**src/rtl/clk_rst_seq.sv**
```systemverilog
// Reset stretcher and multi-channel clock-enable generator with halt/single-step.
// Releases sys_reset_n RST_HOLD edges after reset drops, then emits per-channel enable pulses and square waves.
module clk_rst_seq #(
  parameter int NUM_CH   = 2,
  parameter int DIV_W    = 16,
  parameter int RST_HOLD = 16
) (
  input  logic                    clk,
  input  logic                    reset,
  input  logic [NUM_CH*DIV_W-1:0] div_i,
  input  logic                    halt_i,
  input  logic                    step_i,
  output logic                    sys_reset_n,
  output logic [NUM_CH-1:0]       ce_o,
  output logic [NUM_CH-1:0]       sq_o,
  output logic                    running_o
);

  localparam int HOLD_W = $clog2(RST_HOLD + 1);

  typedef enum logic [1:0] {
    ST_HOLD = 2'd0,
    ST_RUN  = 2'd1,
    ST_HALT = 2'd2
  } state_t;

  state_t              state_r;
  logic [HOLD_W-1:0]   hold_cnt_r;
  logic [DIV_W-1:0]    cnt_r [NUM_CH];
  logic                step_prev_r;

  logic [DIV_W-1:0]    div_s [NUM_CH];
  logic [DIV_W-1:0]    cnt_inc_s [NUM_CH];
  logic [NUM_CH-1:0]   ch_en_s;
  logic [NUM_CH-1:0]   wrap_s;
  logic                step_rise_s;
  logic                hold_done_s;

  // Per-channel divisor slicing and wrap detection; >= lets a lowered divisor wrap at once.
  always_comb begin
    for (int i = 0; i < NUM_CH; i++) begin
      div_s[i]     = div_i[i*DIV_W +: DIV_W];
      ch_en_s[i]   = (div_s[i] != {DIV_W{1'b0}});
      wrap_s[i]    = ch_en_s[i] && (cnt_r[i] >= (div_s[i] - {{(DIV_W-1){1'b0}}, 1'b1}));
      cnt_inc_s[i] = cnt_r[i] + {{(DIV_W-1){1'b0}}, 1'b1};
    end
    step_rise_s = step_i & ~step_prev_r;
    hold_done_s = (hold_cnt_r == HOLD_W'(RST_HOLD - 1));
  end

  // Sequencer state, channel counters and all registered outputs.
  always_ff @(posedge clk) begin
    if (reset) begin
      state_r     <= ST_HOLD;
      hold_cnt_r  <= {HOLD_W{1'b0}};
      step_prev_r <= 1'b0;
      sys_reset_n <= 1'b0;
      running_o   <= 1'b0;
      ce_o        <= {NUM_CH{1'b0}};
      sq_o        <= {NUM_CH{1'b0}};
      for (int i = 0; i < NUM_CH; i++) begin
        cnt_r[i] <= {DIV_W{1'b0}};
      end
    end else begin
      step_prev_r <= step_i;
      case (state_r)
        ST_HOLD: begin
          ce_o       <= {NUM_CH{1'b0}};
          hold_cnt_r <= hold_cnt_r + HOLD_W'(1);
          if (hold_done_s) begin
            sys_reset_n <= 1'b1;
            state_r     <= halt_i ? ST_HALT : ST_RUN;
            running_o   <= ~halt_i;
          end else begin
            sys_reset_n <= 1'b0;
            running_o   <= 1'b0;
          end
        end

        ST_RUN: begin
          if (halt_i) begin
            state_r   <= ST_HALT;
            running_o <= 1'b0;
            ce_o      <= {NUM_CH{1'b0}};
          end else begin
            running_o <= 1'b1;
            for (int i = 0; i < NUM_CH; i++) begin
              if (!ch_en_s[i]) begin
                cnt_r[i] <= {DIV_W{1'b0}};
                ce_o[i]  <= 1'b0;
              end else if (wrap_s[i]) begin
                cnt_r[i] <= {DIV_W{1'b0}};
                ce_o[i]  <= 1'b1;
                sq_o[i]  <= ~sq_o[i];
              end else begin
                cnt_r[i] <= cnt_inc_s[i];
                ce_o[i]  <= 1'b0;
              end
            end
          end
        end

        // Counters stay frozen here, including on the edge that returns to RUN.
        ST_HALT: begin
          if (!halt_i) begin
            state_r   <= ST_RUN;
            running_o <= 1'b1;
            ce_o      <= {NUM_CH{1'b0}};
          end else begin
            running_o <= 1'b0;
            for (int i = 0; i < NUM_CH; i++) begin
              if (step_rise_s && ch_en_s[i]) begin
                ce_o[i] <= 1'b1;
                sq_o[i] <= ~sq_o[i];
              end else begin
                ce_o[i] <= 1'b0;
              end
            end
          end
        end

        default: begin
          state_r     <= ST_HOLD;
          hold_cnt_r  <= {HOLD_W{1'b0}};
          sys_reset_n <= 1'b0;
          running_o   <= 1'b0;
          ce_o        <= {NUM_CH{1'b0}};
        end
      endcase
    end
  end

endmodule
```
**config.mk**
```make
export PLATFORM = sky130hd
export DESIGN_NAME = clk_rst_seq
export DESIGN_NICKNAME = d
export VERILOG_FILES = /design/src/rtl/clk_rst_seq.sv
export SDC_FILE = /design/constraint.sdc
export NUM_CORES = 1
export LEC_CHECK = 0
export ABC_AREA = 1
export CAP_MARGIN = 20
export CORE_MARGIN = 2
export CORE_UTILIZATION = 55
export CTS_CLUSTER_SIZE = 40
export DETAILED_ROUTE_END_ITERATION = 10
export MAX_ROUTING_LAYER = met4
export PLACE_DENSITY = 0.83
export SLEW_MARGIN = 25
export SYNTH_ARGS = -nofsm -noshare
export SYNTH_HDL_FRONTEND = slang
export SYNTH_SLANG_ARGS = --single-unit
```
**constraint.sdc**
```tcl
create_clock -name clk -period 5.8 [get_ports clk]
set_input_delay 0.87 -clock clk [delete_from_list [all_inputs] [get_ports clk]]
set_output_delay 0.87 -clock clk [all_outputs]
set_load 0.1 [all_outputs]
```
* Word-level counts from Yosys, hierarchy flattened
Memory sizes are Yosys's and may differ from the RTL's.
Index checks and enable logic that the tools add are counted.
** Cells by class
- $add $sub $neg :: 5
- Order comparisons :: 2
- Equal/unequal tests :: 14
- Multiplexer cells :: 67
- Bitwise operators :: 11
- Reduce and logical (&&, ||, !) cells :: 12
** Operator list (number)
- 16-bit two-way mux :: 6
- 1-bit two-way mux :: 47
- 16-bit by 1-bit adder with 16-bit output (second input constant) :: 2
- 16-bit greater-or-equal comparator :: 2
- 16-bit nonzero test :: 2
- 16-bit by 1-bit subtractor with 16-bit output (second input constant) :: 2
- 2-bit inequality test (second input constant) :: 11
- 2-bit two-way mux :: 8
- 6-bit AND reduction :: 2
- 5-bit one-hot mux with 2 select lines :: 1
- 2-bit one-hot mux with 2 select lines :: 2
- 1-bit bitwise OR :: 6
- 2-bit one-hot mux with 3 select lines :: 1
- 5-bit by 1-bit adder with 5-bit output (second input constant) :: 1
- 5-bit by 4-bit == test with 1-bit output (second input constant) :: 1
- 1-bit logical AND :: 4
- 1-bit inverter :: 4
- 1-bit one-hot mux with 2 select lines :: 2
- 3-bit AND reduction :: 1
- 2-bit by 1-bit == test with 1-bit output (second input constant) :: 1
- 2-bit == test (second input constant) :: 1
- 2-bit logical NOT :: 1
- 2-bit nonzero test :: 1
- 2-bit OR reduction :: 1
- 1-bit bitwise AND :: 1
** Storage, ports and cells
- Register bits after elaboration :: 14
- Memory bits (writable) :: 32
- Input port bits :: 36
- Output and inout bits :: 6
- Word-level logic and storage cells :: 120
- Memories kept :: 1
** Memories
- cnt_r :: depth 2, width 16, rd ports 2, clocked after Yosys merged registers in 0, write ports 2, line 29 : logic [DIV_W-1:0] cnt_r [NUM_CH];

* Logic depth before layout (Yosys ltp)
- Depth in word-level cells :: 11
- Mapped depth :: 23

* Worst setup path before layout
OpenSTA, ideal clock, no wires.
- Kind :: input-to-reg
- Start point :: input div_i[1]
- End point :: memory cnt_r[0][8], data pin
- Library setup time :: 134 ps
- Data arrival time :: 3166 ps
- Setup slack :: 2500 ps
- Cell stages on the path :: 18
- Cells stage by stage :: or2_4 nor2_4 nand3_4 nor3_4 nand4_2 nor2_2 xor2_1 inv_1 ha_1 nand2_1 o21bai_1 nand2_1 a21oi_2 nand3_2 nor3_4 nand3_4 buf_12 nor2_4
** RTL lines
- start, declared :: line 10 : input logic [NUM_CH*DIV_W-1:0] div_i,
- end, declared :: line 29

==> impl_metrics.env <==
export IMPL_synth_largest_area_cell="edfxtp_1"
export IMPL_holdPathStages=2
export IMPL_fin_crit_sh_pct=67.2
export IMPL_clk_pin_slew_worst_paths_ps=80
export IMPL_synth_simple_area_share_pct=32.2
export IMPL_synth_common_cells="90 x nand2_1, 87 x inv_1, 63 x nor2_1"
export IMPL_wirelength_um=7860
export IMPL_ys_flop_type="edfxtp_1"
export IMPL_path_class="input port to register"
export IMPL_drt_iter0_drc=170
export IMPL_ctsResizeCount=0
export IMPL_std_cell_rows=31
export IMPL_die_w_um=89.8
export IMPL_cts_sinks=46
export IMPL_vias_per_cell=5.06
export IMPL_post_drt_wl_per_cell_um=12.0
export IMPL_synth_xor_area_share_pct=9.09
export IMPL_grt_pass1_wl_um=14000
export IMPL_fin_setup_tns_ps=0
export IMPL_fin_nets=635
export IMPL_rr_startpoint="cnt_r[0][5]"
export IMPL_synth_top_family_by_area="simple AND/OR/NAND/NOR gates"
export IMPL_synthToLayoutAreaGrowth_pct=14.4
export IMPL_root_buffer="clkbuf_8"
export IMPL_path_max_fanout=16
export IMPL_setup_viol_count_final=0
export IMPL_synth_mux_area_share_pct=0
export IMPL_clock_latency_ps=300
export IMPL_async_flop_share_pct=0
export IMPL_startpoint_type="input port"
export IMPL_holdPathEnd="hold_cnt_r[4]"
export IMPL_core_area_mm2=0.00718
export IMPL_reg2reg_to="cnt_r[0][12]"
export IMPL_status="complete, no violations"
export IMPL_endpoint_kind="register"
export IMPL_grt_usage_pct=21.2
export IMPL_hold_buffers=0
export IMPL_syn_nets=589
export IMPL_gp_congestion=0.858
export IMPL_cts_tree="yes"
export IMPL_synthTopCellsByArea="edfxtp_1 24%, ha_1 13%, nand2_1 8.3%"
export IMPL_p_per_area_mw_per_mm2=238
export IMPL_port_buffer_count=41
export IMPL_yosysTopAreaCellShare_pct=23.7
export IMPL_die_h_um=89.8
export IMPL_first_global_vias=3276
export IMPL_syn_area_per_cell_um2=7.92
export IMPL_drc=0
export IMPL_ys_warn_count=0
export IMPL_drive_above_1_share_pct=9.86
export IMPL_synth_seq_cells=46
export IMPL_vias=3327
export IMPL_final_cells=657
export IMPL_n_antenna_cell=0
export IMPL_cts_setup_buffers=0
export IMPL_finalCriticalPeriod_ps=3900
export IMPL_ios=42
export IMPL_yosysSeqAreaShare_pct=30.7
export IMPL_grt_max_degree=17
export IMPL_yosysMostFrequentCell="nand2_1"
export IMPL_timing_hold_ws_ps=501
export IMPL_rsz0062_at_grt="no"
export IMPL_max_freq_mhz=257
export IMPL_hp_start="hold_cnt_r[4]"
export IMPL_drtAntennaViolNets=0
export IMPL_antenna_found_initial=0
export IMPL_skew_ps=5.48
export IMPL_max_slew_margin_pct=34.9
export IMPL_place_inst=649
export IMPL_rrSetupSlack_ps=3530
export IMPL_synth_area_mm2=0.00405
export IMPL_cp_startpoint="div_i[0]"
export IMPL_synth_compound_area_share_pct=6.15
export IMPL_numCtsBuffers=5
export IMPL_overflow=0
export IMPL_start_util_pct=56.4
export IMPL_drv_cap=0
export IMPL_ff2ff_path_depth=10
export IMPL_hpwlAfterDp_um=6370
export IMPL_arrival_ps=4050
export IMPL_ir_drop_v=0.000156
export IMPL_finalHoldViolations=0
export IMPL_synth_edf_count=32
export IMPL_leakagePower_nw=2.03
export IMPL_synthAdderAreaFrac_pct=13.0
export IMPL_synth_cell_types=38
export IMPL_clock_path_buffers=2
export IMPL_total_power_mw=1.10
export IMPL_synthesis_instances=511
export IMPL_worst_pin_slew_ps=974
export IMPL_critPathRequiredTime_ps=5950
export IMPL_dieArea_mm2=0.00806
export IMPL_firstDrtPassIters=4
export IMPL_htreeDepth=2
export IMPL_drv_slew=0
export IMPL_hold_path_class="register to register"
[logic make-up after synthesis]
family                   count (synthesis)
AND/OR/NAND/NOR                        247
AO/OA/AOI/OAI                           44
buffers and inverters                   90
flip-flops                              46
adder cells (fa/ha/maj)                 42
XOR/XNOR                                42
[power breakdown]
part	switching [mW]	internal, mW
clock	0.106	0.0830
combinational	0.295	0.155
sequential	0.0539	0.409
total	0.455	0.647
[sequential cells by signal, indices dropped and copies added, names as in the netlist]
register and flops:
state_r 2, sq_o 2, step_prev_r 1, running_o 1
hold_cnt_r 5, cnt_r 32, sys_reset_n 1, ce_o 2
[worst max path at each step]
stage	cells past startpoint	slack, ps	end
after floorplan	18	2500	cnt_r[0][8]
final	18	1900	cnt_r[0][12]
after global routing	18	1510	cnt_r[0][13]
after CTS	18	1870	cnt_r[0][12]
after global placement	18	1640	cnt_r[0][13]
after detailed placement	18	1570	cnt_r[0][12]
[final cells by class]
cell class                 instances  area [µm²]
clock inverter                     2        8.76
tap                               99         124
fill                             617        2540
sequential                        46        1240
timing repair buffer              41         410
inverter                          88         330
clock buffer                       6        72.6
multi-input combinational        375        2440
[placed cells by master (no fill, tap or decap), types with 3 or more instances in the layout]
master	Yosys	layout
nor3_4	3	3
dfxtp_1	14	14
nor2_4	13	13
o21ai_0	6	6
edfxtp_1	32	32
nand3_2	6	6
nand2_2	3	3
nor4_1	4	4
nor3_1	15	15
nand4_1	7	7
inv_1	87	87
nand3_4	3	3
nand3_1	19	19
nor2_1	63	63
nor3_2	5	5
xor2_1	31	31
clkbuf_8	0	5
nor2_2	12	12
clkdlybuf4s50_1	0	41
nand2_1	90	90
ha_1	42	42
a21oi_1	25	25
xnor2_1	11	11
[per-layer routing]
metal  track usage, %  up-vias  routed length (µm)
met2             37.7       61                3930
met1             25.1     1507                3520
li1                 -     1748                   -
met5                -        -                   0
met3             3.60       11                 302
met4             5.51        0                 112
[critical path, stage by stage]
cell	delay, ps
clkdlybuf4s50_1	460
inv_1	110
ha_1	230
nand3_2	130
nor3_4	210
nand4_1	210
o31ai_1	250
o21ai_1	90
inv_1	60
ha_1	210
nand2_1	90
o21bai_1	120
nand2_1	80
a21oi_2	110
nand3_2	130
nor3_4	160
nand3_4	330
nor2_1	190
[stage by stage]
stage | utilization (%) | instance area [µm²] | setup slack [ps]
after detailed placement | 63.4 | 4550 | 1570
after floorplan | - | 4050 | 2500
after CTS | 64.5 | 4630 | 1870
after global routing | 64.5 | 4630 | 1510
final | 64.5 | 4630 | 1900
after global placement | 63.4 | 4550 | 1640
No activity file was read; power rests on OpenSTA's default activity.
